<file path="src/rtl/sdram_arb_pkg.sv">
// Shared definitions for the three-port SDRAM request arbiter.
// The optional round-robin mode is enabled by defining SDRAM_ARB_RR_EN.
package sdram_arb_pkg;

  localparam int NPORT   = 3;
  localparam int CALL_WR = 1;
  localparam int CALL_RD = 0;

  typedef enum logic [1:0] {
    ST_IDLE = 2'd0,
    ST_CALL = 2'd1,
    ST_RESP = 2'd2,
    ST_GAP  = 2'd3
  } arb_state_t;

endpackage : sdram_arb_pkg

</file>
<file path="src/rtl/sdram_arb_pick.sv">
// Combinational winner selection among the three request lines.
// Search order begins at (ptr_i + 1) mod 3.
// A constant pointer of 2 therefore gives fixed priority 0 > 1 > 2.
// The same picker serves both modes selected by SDRAM_ARB_RR_EN.
module sdram_arb_pick
  import sdram_arb_pkg::*;
(
  input  logic [NPORT-1:0] req_i,
  input  logic [1:0]       ptr_i,
  output logic [NPORT-1:0] grant_o,
  output logic [1:0]       idx_o,
  output logic             any_o
);

  logic [1:0] first_s;
  logic [1:0] second_s;
  logic [1:0] third_s;

  // Rotate the search order so the port after the pointer is tried first
  always_comb begin
    case (ptr_i)
      2'd0: begin
        first_s  = 2'd1;
        second_s = 2'd2;
        third_s  = 2'd0;
      end
      2'd1: begin
        first_s  = 2'd2;
        second_s = 2'd0;
        third_s  = 2'd1;
      end
      default: begin
        first_s  = 2'd0;
        second_s = 2'd1;
        third_s  = 2'd2;
      end
    endcase
  end

  // Priority chain over the rotated order; one-hot grant plus index
  always_comb begin
    grant_o = 3'b000;
    idx_o   = 2'd0;
    any_o   = 1'b0;
    if (req_i[first_s]) begin
      grant_o = 3'b001 << first_s;
      idx_o   = first_s;
      any_o   = 1'b1;
    end else if (req_i[second_s]) begin
      grant_o = 3'b001 << second_s;
      idx_o   = second_s;
      any_o   = 1'b1;
    end else if (req_i[third_s]) begin
      grant_o = 3'b001 << third_s;
      idx_o   = third_s;
      any_o   = 1'b1;
    end else begin
      grant_o = 3'b000;
      idx_o   = 2'd0;
      any_o   = 1'b0;
    end
  end

endmodule : sdram_arb_pick

</file>
<file path="src/rtl/sdram_arbmod.sv">
// Three-port arbiter in front of the SDRAM controller call interface.
// It latches the winning client's request and issues one controller call.
// It waits for the matching done pulse, then returns done plus read data.
// Define SDRAM_ARB_RR_EN for round-robin; otherwise fixed priority 0 > 1 > 2.
module sdram_arbmod
  import sdram_arb_pkg::*;
#(
  parameter int AW = 22,
  parameter int DW = 16
) (
  input  logic              CLOCK,
  input  logic              RESET,
  input  logic [2:0]        iReq,
  input  logic [2:0]        iWr,
  input  logic [3*AW-1:0]   iAddr,
  input  logic [3*DW-1:0]   iWrData,
  output logic [2:0]        oGrant,
  output logic [2:0]        oDone,
  output logic [DW-1:0]     oRdData,
  output logic [1:0]        oCall,
  output logic [AW-1:0]     oAddr,
  output logic [DW-1:0]     oWrData,
  input  logic [1:0]        iDone,
  input  logic [DW-1:0]     iRdData
);

  arb_state_t state_q, state_d;
  logic [2:0]    grant_q, grant_d;
  logic [2:0]    done_q, done_d;
  logic [1:0]    call_q, call_d;
  logic [AW-1:0] addr_q, addr_d;
  logic [DW-1:0] wrdata_q, wrdata_d;
  logic [DW-1:0] rddata_q, rddata_d;
  logic          wr_q, wr_d;

  logic [1:0]    ptr_s;
  logic [2:0]    pick_grant_s;
  logic [1:0]    pick_idx_s;
  logic          pick_any_s;
  logic [AW-1:0] sel_addr_s;
  logic [DW-1:0] sel_wrdata_s;
  logic          sel_wr_s;
  logic          done_match_s;

  sdram_arb_pick u_pick (
    .req_i   (iReq),
    .ptr_i   (ptr_s),
    .grant_o (pick_grant_s),
    .idx_o   (pick_idx_s),
    .any_o   (pick_any_s)
  );

`ifdef SDRAM_ARB_RR_EN
  logic [1:0] ptr_q, ptr_d;

  // Pointer follows the winner of every grant
  always_comb begin
    ptr_d = ptr_q;
    if ((state_q == ST_IDLE) && pick_any_s) begin
      ptr_d = pick_idx_s;
    end else begin
      ptr_d = ptr_q;
    end
  end

  // Pointer register; reset to port 2 so port 0 is searched first
  always_ff @(posedge CLOCK) begin
    if (RESET) begin
      ptr_q <= 2'd2;
    end else begin
      ptr_q <= ptr_d;
    end
  end

  assign ptr_s = ptr_q;
`else
  assign ptr_s = 2'd2;
`endif

  // Route the winning client's address, data and direction
  always_comb begin
    case (pick_idx_s)
      2'd0: begin
        sel_addr_s   = iAddr[0*AW +: AW];
        sel_wrdata_s = iWrData[0*DW +: DW];
        sel_wr_s     = iWr[0];
      end
      2'd1: begin
        sel_addr_s   = iAddr[1*AW +: AW];
        sel_wrdata_s = iWrData[1*DW +: DW];
        sel_wr_s     = iWr[1];
      end
      default: begin
        sel_addr_s   = iAddr[2*AW +: AW];
        sel_wrdata_s = iWrData[2*DW +: DW];
        sel_wr_s     = iWr[2];
      end
    endcase
  end

  // Only the done bit matching the issued direction completes a call
  assign done_match_s = wr_q ? iDone[CALL_WR] : iDone[CALL_RD];

  // Next-state and next-output logic for the transaction sequence
  always_comb begin
    state_d  = state_q;
    grant_d  = grant_q;
    done_d   = 3'b000;
    call_d   = call_q;
    addr_d   = addr_q;
    wrdata_d = wrdata_q;
    rddata_d = rddata_q;
    wr_d     = wr_q;
    case (state_q)
      ST_IDLE: begin
        if (pick_any_s) begin
          grant_d  = pick_grant_s;
          addr_d   = sel_addr_s;
          wrdata_d = sel_wrdata_s;
          wr_d     = sel_wr_s;
          call_d   = sel_wr_s ? 2'b10 : 2'b01;
          state_d  = ST_CALL;
        end else begin
          state_d  = ST_IDLE;
        end
      end
      ST_CALL: begin
        if (done_match_s) begin
          call_d  = 2'b00;
          done_d  = grant_q;
          state_d = ST_RESP;
          if (!wr_q) begin
            rddata_d = iRdData;
          end else begin
            rddata_d = rddata_q;
          end
        end else begin
          state_d = ST_CALL;
        end
      end
      ST_RESP: begin
        state_d = ST_GAP;
      end
      ST_GAP: begin
        grant_d = 3'b000;
        state_d = ST_IDLE;
      end
      default: begin
        grant_d = 3'b000;
        call_d  = 2'b00;
        state_d = ST_IDLE;
      end
    endcase
  end

  // State and output registers with synchronous reset
  always_ff @(posedge CLOCK) begin
    if (RESET) begin
      state_q  <= ST_IDLE;
      grant_q  <= 3'b000;
      done_q   <= 3'b000;
      call_q   <= 2'b00;
      addr_q   <= '0;
      wrdata_q <= '0;
      rddata_q <= '0;
      wr_q     <= 1'b0;
    end else begin
      state_q  <= state_d;
      grant_q  <= grant_d;
      done_q   <= done_d;
      call_q   <= call_d;
      addr_q   <= addr_d;
      wrdata_q <= wrdata_d;
      rddata_q <= rddata_d;
      wr_q     <= wr_d;
    end
  end

  assign oGrant  = grant_q;
  assign oDone   = done_q;
  assign oCall   = call_q;
  assign oAddr   = addr_q;
  assign oWrData = wrdata_q;
  assign oRdData = rddata_q;

endmodule : sdram_arbmod

</file>
<file path="config.mk">
export PLATFORM = sky130hd
export DESIGN_NAME = sdram_arbmod
export DESIGN_NICKNAME = d
export VERILOG_FILES = /design/src/rtl/sdram_arb_pkg.sv /design/src/rtl/sdram_arb_pick.sv /design/src/rtl/sdram_arbmod.sv
export SDC_FILE = /design/constraint.sdc
export NUM_CORES = 1
export LEC_CHECK = 0
export BUFFER_PORTS_ARGS = -buffer_cell sky130_fd_sc_hd__buf_2
export CAP_MARGIN = 20
export CORE_MARGIN = 2
export CORE_UTILIZATION = 40
export CTS_BUF_LIST = sky130_fd_sc_hd__clkbuf_4 sky130_fd_sc_hd__clkbuf_8 sky130_fd_sc_hd__clkbuf_16
export CTS_CLUSTER_SIZE = 28
export DETAILED_ROUTE_END_ITERATION = 12
export PLACE_DENSITY = 0.73
export SLEW_MARGIN = 20
export SYNTH_ARGS = -nofsm -noshare
export SYNTH_HDL_FRONTEND = slang
export SYNTH_SLANG_ARGS = --single-unit
</file>
<file path="constraint.sdc">
create_clock -name CLOCK -period 3.75 [get_ports CLOCK]
set_clock_uncertainty 0.2 [all_clocks]
set_input_delay 0.1875 -clock CLOCK [delete_from_list [all_inputs] [get_ports CLOCK]]
set_output_delay 0.1875 -clock CLOCK [all_outputs]
set_load 0.01 [all_outputs]
</file>
# After elaboration in Yosys (flattened, before gate mapping)
# Cells that the tools add are included.
[totals]
regBits = 65
inputBits = 140
out_inout_bits = 62
elab_cells = 48
[classes]
eq_ne = 6
n_mux = 22
bitwise_logic = 3
n_reduce_logical = 9
[op_table]
columns = ["operator", "n"]
rows = [
  ["one-hot mux 22 bit (2 select lines)", 1],
  ["one-hot mux 16 bit (2 select lines)", 1],
  ["2-to-1 mux 2 bit", 7],
  ["2-to-1 mux 3 bit", 4],
  ["one-hot mux 2 bit (4 select lines)", 1],
  ["one-hot mux 3 bit (2 select lines)", 1],
  ["AND reduction 3 bit", 2],
  ["2-to-1 mux 1 bit", 5],
  ["== test 2 x 1 -> 1 bit, second input constant", 2],
  ["== test 2 bit, second input constant", 2],
  ["zero test 2 bit", 2],
  ["!= test 2 bit, second input constant", 2],
  ["one-hot mux 2 bit (2 select lines)", 1],
  ["AND reduction 2 bit", 2],
  ["nonzero test 2 bit", 2],
  ["NOT 1 bit", 3],
  ["OR reduction 3 bit", 1],
  ["one-hot mux 1 bit (2 select lines)", 1],
]

# Depth between registers and ports, before layout
# Gate-level depths: netlist (run 1).
[logic_depth]
depth_word = 8
depth_mapped = 6
ltp_nobuf = 3

# Cells and area by module
# From an unflattened synthesis (run 1), not the netlist that was laid out.
[unflattened]
cells_unflattened = 351
hier_area_um2 = 3113.0
[modules_own_cells]
columns = ["mod", "n_inst", "cells_each", "area_per_inst_um2"]
rows = [
  ["sdram_arbmod", 1, 340, 3027.9],
  ["sdram_arb_pick", 1, 11, 85.1],
]

# Worst setup path after synthesis (run 1)
# Ideal clock, no wire load.
[synth_path]
path_kind = "flip-flop to flip-flop"
from = "reg state_q[0]"
to = "reg wrdata_q[0] (netlist: oWrData[0])"
setup_time_ns = 0.139
arrival_time_ns = 1.179
required_time_ns = 3.411
setup_slack_ns = 2.232
stages_incl_launch_ff = 7
n_path_buf = 3
synth_period_minus_slack_ns = 1.518
cell_sequence = "dfxtp_1 -> or2_1 -> buf_2 -> nor2_1 -> buf_6 -> buf_6 -> a311oi_2"
[synth_via]
elab_chain_len = 2
[synth_rtl]
columns = ["item", "line", "text"]
rows = [
  ["start: declaration", "sdram_arbmod.sv:27", "arb_state_t state_q, state_d;"],
  ["start signal: assignment", "sdram_arbmod.sv:168", "state_q <= state_d;"],
  ["zero test 2 bit", "sdram_arbmod.sv:114", "case (state_q)"],
  ["AND reduction 2 bit (no line)", "n/a", ""],
  ["end signal: assignment", "sdram_arbmod.sv:173", "wrdata_q <= wrdata_d;"],
  ["end: declaration", "sdram_arbmod.sv:32", "logic [DW-1:0] wrdata_q, wrdata_d;"],
]
# Every way passes these cells.
# A chain may end at the register's enable or synchronous reset.

==> results.py, run 1 <==
metrics = {
    "run_status": {
        "status": "complete, no violations",
    },
    "sta": {
        "post-route-period-util": 0.732,
        "rsz0062_at_grt": "no",
        "setup_viol": 0,
        "fin_crit_ns": 2.75,
        "drv_slew": 0,
        "setup_ws_ns": 1.00,
        "tightest_slew_ns": 0.936,
        "finalHoldViolCount": 0,
        "fmax_ghz": 0.364,
        "tns_ns": 0,
        "slew_headroom": 0.374,
    },
    "floorplan": {
        "ios": 202,
        "fp.dieArea_sq_mm": 0.00946,
        "core_region_area_sq_mm": 0.00859,
        "dieHeight_um": 97.3,
        "rows": 34,
        "die_x_um": 97.3,
        "start_util": 0.405,
    },
    "yosys": {
        "syn_avg_cell_area_sq_um": 7.98,
        "synth_common_cells": "109 x nand2_1, 65 x dfxtp_1, 61 x a21oi_1",
        "synth.net_count": 576,
        "async_flop_share": 0,
        "ys_warn_count": 0,
        "yosys.area.top_type": "dfxtp_1",
        "synthTopCellsByArea": "dfxtp_1 37%, nand2_1 12%, a21oi_1 8.8%",
        "yosysSeqAreaShare": 0.374,
        "synth.distinct_cells": 35,
        "ys_ff_latch": 65,
        "synth-edff-count": 0,
        "syn_area_sq_mm": 0.00348,
        "synthCells": 436,
        "yosys.area.top_type_share": 0.374,
        "ys.flop_type": "dfxtp_1",
        "synth.most_common_cell": "nand2_1",
    },
    "cts": {
        "worstSkewPairLatency_ns": 0.34,
        "cts_resized": 0,
        "cts-root-buf": "clkbuf_8",
        "tritoncts": "yes",
        "post-cts-setup-buffers": 0,
        "hold_buffers": 55,
        "clockBufferDepth": 2,
        "clkSinkCount": 65,
        "htree_num_levels": 3,
        "path_clk_slew_ns": 0.08,
        "cts-buffers-inserted": 9,
    },
    "detailed_routing": {
        "drc": 0,
        "ant_nets": 0,
        "wl_per_cell_um": 14.8,
        "viasPerCell": 5.30,
        "drt_pre_antenna_iters": 4,
        "drt-initial-drc-count": 154,
        "wl_um": 11400,
        "via_count": 4095,
    },
    "global_route": {
        "grt_pass1_wl_um": 17700,
        "antenna_found_initial": 0,
        "grt_use_total": 0.227,
        "first_global_vias": 3813,
        "grt-ovfl-total": 0,
        "grt_max_degree": 74,
    },
    "job": {
        "drv_cap": 0,
    },
    "power": {
        "power_density_mw_per_mm2": 390,
        "p_leak_nw": 2.37,
        "ir_drop_mv": 0.195,
    },
    "finish": {
        "multi_input_area_sq_mm": 0.00195,
        "ff_latch_area_sq_mm": 0.00130,
        "areaGrowthSynthToFinish_pct": 49.2,
        "final_nets": 799,
        "drive_gt1_frac": 0.354,
        "fillers": 751,
        "num_antenna_cells": 0,
    },
    "min_path": {
        "whs_endpoint": "oWrData[12]",
        "holdPathStages": 4,
        "hold_class": "input pin to flop",
        "hold_path_startpoint": "iWrData[28]",
    },
    "worst_setup_path": {
        "crit_fanout": 38,
        "slowest_stage": "nor2_4",
        "r2r_end": "oWrData[13]",
        "crit_required_ns": 3.78,
        "path_cells": "or2_1 > nor2_4 > a311oi_1 > dlygate4sd3_1",
        "worst_r2r_path_depth": 4,
        "cp.arrival_ns": 2.77,
        "criticalPathCategory": "flop to flop",
        "crit_path_max_incr_delay_ns": 0.76,
        "startpoint_type": "flop",
        "end_kind": "flop",
        "r2r_setup_slack_ns": 1.00,
    },
    "place": {
        "gp_congestion": 0.841,
        "post-place-ws_ns": 1.32,
        "dp_hpwl_um": 7150,
        "port_buffers": 201,
    },
}
==> worst max path at each step <==
stage / slack, ns / start / endpoint / cells after the start
final: 1.00 / flop / oWrData[13] / 4
after global routing: 0.86 / flop / oWrData[13] / 4
after CTS: 1.06 / flop / oWrData[13] / 4
after detailed placement: 1.32 / iReq[2] / oAddr[14] / 4
after global placement: 1.44 / iReq[2] / oWrData[5] / 4
after floorplan: 2.23 / state_q[0] / oWrData[0] / 6
==> flip-flops by register name, indices dropped and copies added, names as in the netlist, named ones only <==
register	count
oGrant	3
oDone	3
wr_q	1
oCall	2
state_q	1
oRdData	16
oAddr	22
oWrData	16
==> layout make-up <==
| type | count | share of cell area |
|---|---|---|
| multi-input cells | 321 | 0.376 |
| inverters | 2 | 0.00145 |
| repair buffers | 260 | 0.308 |
| clock inverters | 5 | 0.0106 |
| flip-flops and latches | 65 | 0.250 |
| clock buffers | 11 | 0.0279 |
| well taps | 108 | 0.0260 |
==> cell usage in the layout (no fill, tap or decap), types with 3 or more instances in the layout <==
cell	Yosys	final
a311oi_2	7	7
nand3b_1	39	39
a21o_1	37	37
buf_4	1	3
dfxtp_1	65	65
clkbuf_8	0	10
nand2_1	109	109
nor3b_1	4	4
dlygate4sd3_1	0	55
a21oi_1	61	61
a311oi_1	31	31
buf_2	20	201
o21ai_0	7	7
==> routing by layer <==
layer	up-vias	track usage	share of wire
met1	1885	0.259	0.41
met4	0	0.0929	0.025
li1	2008	-	-
met3	27	0.0468	0.059
met5	-	0	0
met2	175	0.411	0.51
==> per-stage QoR <==
step	hold slack, ns	utilization	total power, mW	instance area [sq um]	instances
floorplan	0.123	-	1.18	3480	436
global route	0.00991	0.605	2.13	5190	772
CTS	0.00280	0.605	2.03	5190	772
finish	0.0111	0.605	2.02	5190	772
detailed placement	0.236	0.517	1.39	4440	701
global placement	0.229	0.515	1.37	4420	700
==> logic make-up (layout without fill, tap and decap cells) <==
logic type | Yosys count | after routing | synth area share
compound gates | 151 | 151 | 0.306
buf+inv | 50 | 278 | 0.0737
flops | 65 | 65 | 0.374
mux | 1 | 1 | 0.00288
simple gates | 169 | 169 | 0.244
==> worst max-delay path: cells and delay by family, from the launching register on <==
kind	cells	cell delay, ns
AND/OR/NAND/NOR	2	1.14
buffers and inverters	1	0.62
flip-flops	1	0.47
AO/OA/AOI/OAI	1	0.18
==> power breakdown <==
part           switching (mW)  internal (mW)
Combinational           0.312          0.275
Clock                   0.271          0.330
Sequential             0.0580          0.778
(Power assumes the default switching activity.)
==> run 2, diff against run 1 <==
==> constraint.sdc (replaced) <==
create_clock -name CLOCK -period 2.7 [get_ports CLOCK]
set_clock_uncertainty 0.2 [all_clocks]
set_input_delay 0.135 -clock CLOCK [delete_from_list [all_inputs] [get_ports CLOCK]]
set_output_delay 0.135 -clock CLOCK [all_outputs]
set_load 0.01 [all_outputs]
==> run 2 against run 1 <==
  * Wire length rose by 12%
  * Combinational power is 54% higher
  * Count of clock-buffer cells in the layout fell by 2
  * Register-to-register slack got worse by 0.59 ns
  * Critical path depth shrank 1
  * Power up 56%
  * Global-route usage increased by 3.3 points
  * Sequential power up 39%
  * Sequential cell count unchanged
  * Clock power rose by 81%
  * Largest power group unchanged
==> results.py, run 2 (synthesis gave the netlist of run 1 again) <==
metrics = {
    "run_status": {
        "status": "complete, no violations",
    },
    "worst_setup_path": {
        "r2r_setup_slack_ns": 0.41,
        "end_kind": "flop",
        "worst_r2r_path_depth": 3,
        "criticalPathCategory": "flop to flop",
        "r2r_end": "oAddr[15]",
        "crit_fanout": 38,
        "cp.arrival_ns": 2.24,
        "crit_required_ns": 2.65,
        "startpoint_type": "flop",
    },
    "place": {
        "dpl.cell_count": 704,
        "dp_hpwl_um": 7570,
        "port_buffers": 201,
        "gp_congestion": 0.899,
        "dpl_cell_area_sq_mm": 0.00447,
    },
    "cts": {
        "worstSkewPairLatency_ns": 0.34,
        "post-cts-setup-buffers": 0,
        "clkSinkCount": 65,
        "clockBufferDepth": 2,
        "cts-root-buf": "clkbuf_8",
        "tritoncts": "yes",
        "cts-buffers-inserted": 9,
        "htree_num_levels": 3,
        "path_clk_slew_ns": 0.07,
    },
    "detailed_routing": {
        "drc": 0,
        "drt-initial-drc-count": 235,
        "wl_per_cell_um": 15.4,
        "drt_pre_antenna_iters": 5,
        "ant_nets": 0,
        "via_count": 4484,
        "viasPerCell": 5.38,
        "wl_um": 12800,
    },
    "finish": {
        "final_nets": 861,
        "num_antenna_cells": 0,
        "instances_no_fill": 834,
        "multi_input_area_sq_mm": 0.00195,
        "largest_register_ffs": 22,
        "most-common-layout-cells": "201 x buf_2, 114 x dlygate4sd3_1, 109 x nand2_1",
        "final_common_cell": "buf_2",
        "areaGrowthSynthToFinish_pct": 68.8,
        "drive_gt1_frac": 0.328,
        "fillers": 651,
        "fin_area_sq_mm": 0.00587,
        "ff_latch_area_sq_mm": 0.00130,
    },
    "job": {
        "drv_cap": 0,
    },
    "floorplan": {
        "start_util": 0.405,
        "fp.dieArea_sq_mm": 0.00946,
        "core_region_area_sq_mm": 0.00859,
        "die_x_um": 97.3,
        "ios": 202,
        "dieHeight_um": 97.3,
        "rows": 34,
    },
    "min_path": {
        "hold_path_startpoint": "iAddr[65]",
        "whs_endpoint": "oAddr[21]",
        "holdPathStages": 4,
        "hold_class": "input pin to flop",
    },
    "global_route": {
        "grt_max_degree": 66,
        "grt-ovfl-total": 0,
        "first_global_vias": 4435,
        "antenna_found_initial": 0,
        "grt_pass1_wl_um": 20300,
        "grt_use_total": 0.260,
    },
    "sta": {
        "rsz0062_at_grt": "no",
        "finalHoldViolCount": 0,
        "fin_crit_ns": 2.29,
        "setup_viol": 0,
        "tightest_slew_ns": 0.969,
        "post-route-period-util": 0.847,
        "slew_headroom": 0.353,
        "fmax_ghz": 0.437,
        "drv_slew": 0,
        "hold_ws_ns": 0.00431,
        "tns_ns": 0,
    },
    "power": {
        "p_leak_nw": 2.63,
        "power_density_mw_per_mm2": 538,
        "ir_drop_mv": 0.366,
    },
}
run 2: changes by cell type in the layout (fill, tap and decap cells not counted):
cell / change
dlygate4sd3_1: +59
buf_4: +3
bufinv_16: +3
clkinv_4: +2
clkinvlp_4: -2
clkbuf_4: -1
clkbuf_8: -1
clkinv_2: -1
run 2: critical path: stages (launching register included):
cell	delay (ns)
dfxtp_1	0.46
or2_1	0.39
nor2_4	0.77
a311oi_1	0.25
run 2: power breakdown:
part           internal [mW]  switching (mW)  total (mW)
registers               1.08          0.0821        1.16
clock network          0.708           0.385        1.09
logic                  0.442           0.461       0.904
total                   2.23           0.928        3.16
run 2: per-layer routing:
metal / up-vias / track usage / wire, um
met5: - / 0 / 0
met4: 0 / 0.122 / 438
met3: 41 / 0.0547 / 1080
met2: 243 / 0.478 / 6460
met1: 2068 / 0.285 / 4840
li1: 2132 / - / -
run 2: how the worst max path moves through the flow:
stage	start	endpoint	slack (ns)	depth (start not counted)
2_1_floorplan	state_q[0]	oWrData[0]	1.18	6
3_3_place_gp	flop	oWrData[0]	0.62	3
3_5_place_dp	flop	oAddr[15]	0.48	3
4_1_cts	flop	oAddr[15]	0.47	3
5_1_grt	flop	oAddr[15]	0.28	3
6_report	flop	oAddr[15]	0.41	3
run 2: layout make-up:
type	instances	area share
sequential	65	0.222
multi-input combinational	321	0.332
inverter	2	0.00128
tap	108	0.0230
timing repair buffer	322	0.377
clock inverter	7	0.0243
clock buffer	9	0.0211
run 2: repair_timing:
action                                 CTS  global route
hold buffers                           114             0
gates resized for setup                  0             0
endpoints found under the hold margin   55             0
run 2: metrics by stage:
stage,setup WS (ns),util,power [mW]
after floorplan,1.18,-,1.64
after global placement,0.616,0.520,1.91
after detailed placement,0.476,0.520,1.94
after CTS,0.472,0.684,3.16
after global routing,0.285,0.684,3.31
final,0.414,0.684,3.16
==> run 3, diff against run 2 <==
==> constraint.sdc (replaced) <==
create_clock -name CLOCK -period 2.34 [get_ports CLOCK]
set_clock_uncertainty 0.2 [all_clocks]
set_input_delay 0.117 -clock CLOCK [delete_from_list [all_inputs] [get_ports CLOCK]]
set_output_delay 0.117 -clock CLOCK [all_outputs]
set_load 0.01 [all_outputs]
==> run 3 against run 2 <==
  * Combinational power rose by 25%
  * Count of clock-buffer cells in the layout is the same
  * Cell count shrank 1.8%
  * Critical endpoint is now oWrData[7]
  * Highest routed layer is now met5
==> results.py, run 3 (synthesis gave the netlist of run 1 again) <==
metrics = {
    "sta": {
        "tightest_slew_ns": 0.654,
        "finalHoldViolCount": 0,
        "fmax_ghz": 0.442,
        "fin_crit_ns": 2.26,
        "rsz0062_at_grt": "no",
        "post-route-period-util": 0.966,
        "setup_viol": 0,
        "tns_ns": 0,
        "hold_ws_ns": 0.0289,
        "slew_headroom": 0.562,
        "drv_slew": 0,
    },
    "worst_setup_path": {
        "cp.arrival_ns": 2.36,
        "r2r_end": "oWrData[7]",
        "criticalPathCategory": "flop to flop",
        "startpoint_type": "flop",
        "path_cells": "or2_1 > nor2_4 > buf_12 > a311oi_1 > dlygate4sd3_1",
        "end_kind": "flop",
        "slowest_stage": "dlygate4sd3_1",
        "r2r_setup_slack_ns": 0.08,
        "crit_path_max_incr_delay_ns": 0.60,
        "startpoint": "state_q[0]",
        "worst_r2r_path_depth": 5,
        "crit_fanout": 38,
        "reg2reg_from": "state_q[0]",
        "crit_required_ns": 2.44,
        "crit_end": "oWrData[7]",
    },
    "floorplan": {
        "dieHeight_um": 97.3,
        "start_util": 0.405,
        "die_x_um": 97.3,
        "ios": 202,
        "core_region_area_sq_mm": 0.00859,
        "rows": 34,
        "fp.dieArea_sq_mm": 0.00946,
    },
    "cts": {
        "clkSinkCount": 65,
        "cts-root-buf": "clkbuf_8",
        "post-cts-setup-buffers": 0,
        "htree_num_levels": 3,
        "path_clk_slew_ns": 0.08,
        "worstSkewPairLatency_ns": 0.35,
        "cts-buffers-inserted": 9,
        "clockBufferDepth": 2,
        "tritoncts": "yes",
    },
    "finish": {
        "areaGrowthSynthToFinish_pct": 62.8,
        "final_common_cell": "buf_2",
        "most-common-layout-cells": "201 x buf_2, 109 x nand2_1, 94 x dlygate4sd3_1",
        "multi_input_area_sq_mm": 0.00195,
        "instances_no_fill": 819,
        "largest_register_ffs": 22,
        "final_nets": 846,
        "ff_latch_area_sq_mm": 0.00130,
        "fillers": 705,
        "num_antenna_cells": 0,
        "drive_gt1_frac": 0.343,
    },
    "detailed_routing": {
        "drt-initial-drc-count": 161,
        "viasPerCell": 5.33,
        "wl_um": 12200,
        "ant_nets": 0,
        "drc": 0,
        "via_count": 4364,
        "wl_per_cell_um": 14.9,
        "drt_pre_antenna_iters": 5,
    },
    "place": {
        "gp_congestion": 0.905,
        "dp_hpwl_um": 7750,
        "port_buffers": 201,
        "dpl.cell_count": 709,
    },
    "global_route": {
        "antenna_found_initial": 1,
        "first_global_vias": 4249,
        "grt_use_total": 0.249,
        "grt_max_degree": 40,
        "grt-ovfl-total": 0,
        "grt_pass1_wl_um": 19400,
    },
    "power": {
        "ir_drop_mv": 0.293,
        "power_density_mw_per_mm2": 606,
        "p_leak_nw": 2.64,
    },
    "run_status": {
        "status": "complete, no violations",
    },
    "min_path": {
        "hold_class": "input pin to flop",
    },
    "job": {
        "drv_cap": 0,
    },
}
-- run 3: changes by cell type in the layout (fill, tap and decap cells not counted) --
cell           change
clkinv_2           +2
buf_12             +2
dfxtp_2            +1
dlygate4sd3_1     -20
dfxtp_1            -1
buf_4              +3
clkinv_4           +1
bufinv_16          -3
-- run 3: area by class of cell --
type                    count  share of cell area
flip-flops and latches     65               0.230
clock inverters             7              0.0126
repair buffers            307               0.366
multi-input cells         321               0.344
well taps                 108              0.0238
clock buffers               9              0.0219
inverters                   2             0.00132
-- run 3: what timing repair did --
item	in CTS	in global routing
hold buffers	94	0
resized for setup	0	1
endpoints found under the hold margin	55	0
setup endpoints to repair	0	35
-- run 3: stage by stage --
step	total power, mW	utilization	worst slack [ns]	instance area [sq um]
2_1_floorplan	1.90	-	0.822	3480
3_3_place_gp	2.24	0.527	0.627	4530
3_5_place_dp	2.27	0.527	0.563	4530
4_1_cts	3.42	0.659	0.0859	5670
5_1_grt	3.61	0.659	0.0419	5670
6_report	3.43	0.659	0.0789	5670
-- run 3: critical path: cells and delay by family (launching register included) --
family | cells | cell delay, ns
AOI/OAI and AO/OA | 1 | 0.32
buffers and inverters | 2 | 0.78
DFF | 1 | 0.50
and+or+nand+nor | 2 | 0.38
-- run 3: how the worst min path moves through the flow --
stage / from / end / depth (start not counted) / slack (ns)
after global routing: iReq[1] / oWrData[8] / 3 / 0.05
after detailed placement: iRdData[14] / oRdData[14] / 3 / 0.16
final: iReq[1] / oWrData[8] / 3 / 0.03
after floorplan: iRdData[0] / oRdData[0] / 2 / 0.05
after global placement: iRdData[5] / oRdData[5] / 3 / 0.16
after CTS: iWrData[40] / oWrData[8] / 3 / 0.02
-- run 3: layer usage --
metal  up-vias  share of wire  track usage
met5         -         0.0011            0
met4         2          0.027        0.108
met3        37          0.065       0.0568
met2       199           0.50        0.435
met1      2018           0.41        0.290
li1       2108              -            -
-- run 3: where the power goes --
group          leakage (nW)  total (mW)  switching, mW  internal (mW)
sequential            0.536        1.34         0.0952           1.25
clock                 0.103       0.959          0.467          0.491
combinational          2.00        1.13          0.543          0.590
total                  2.64        3.43           1.11           2.33
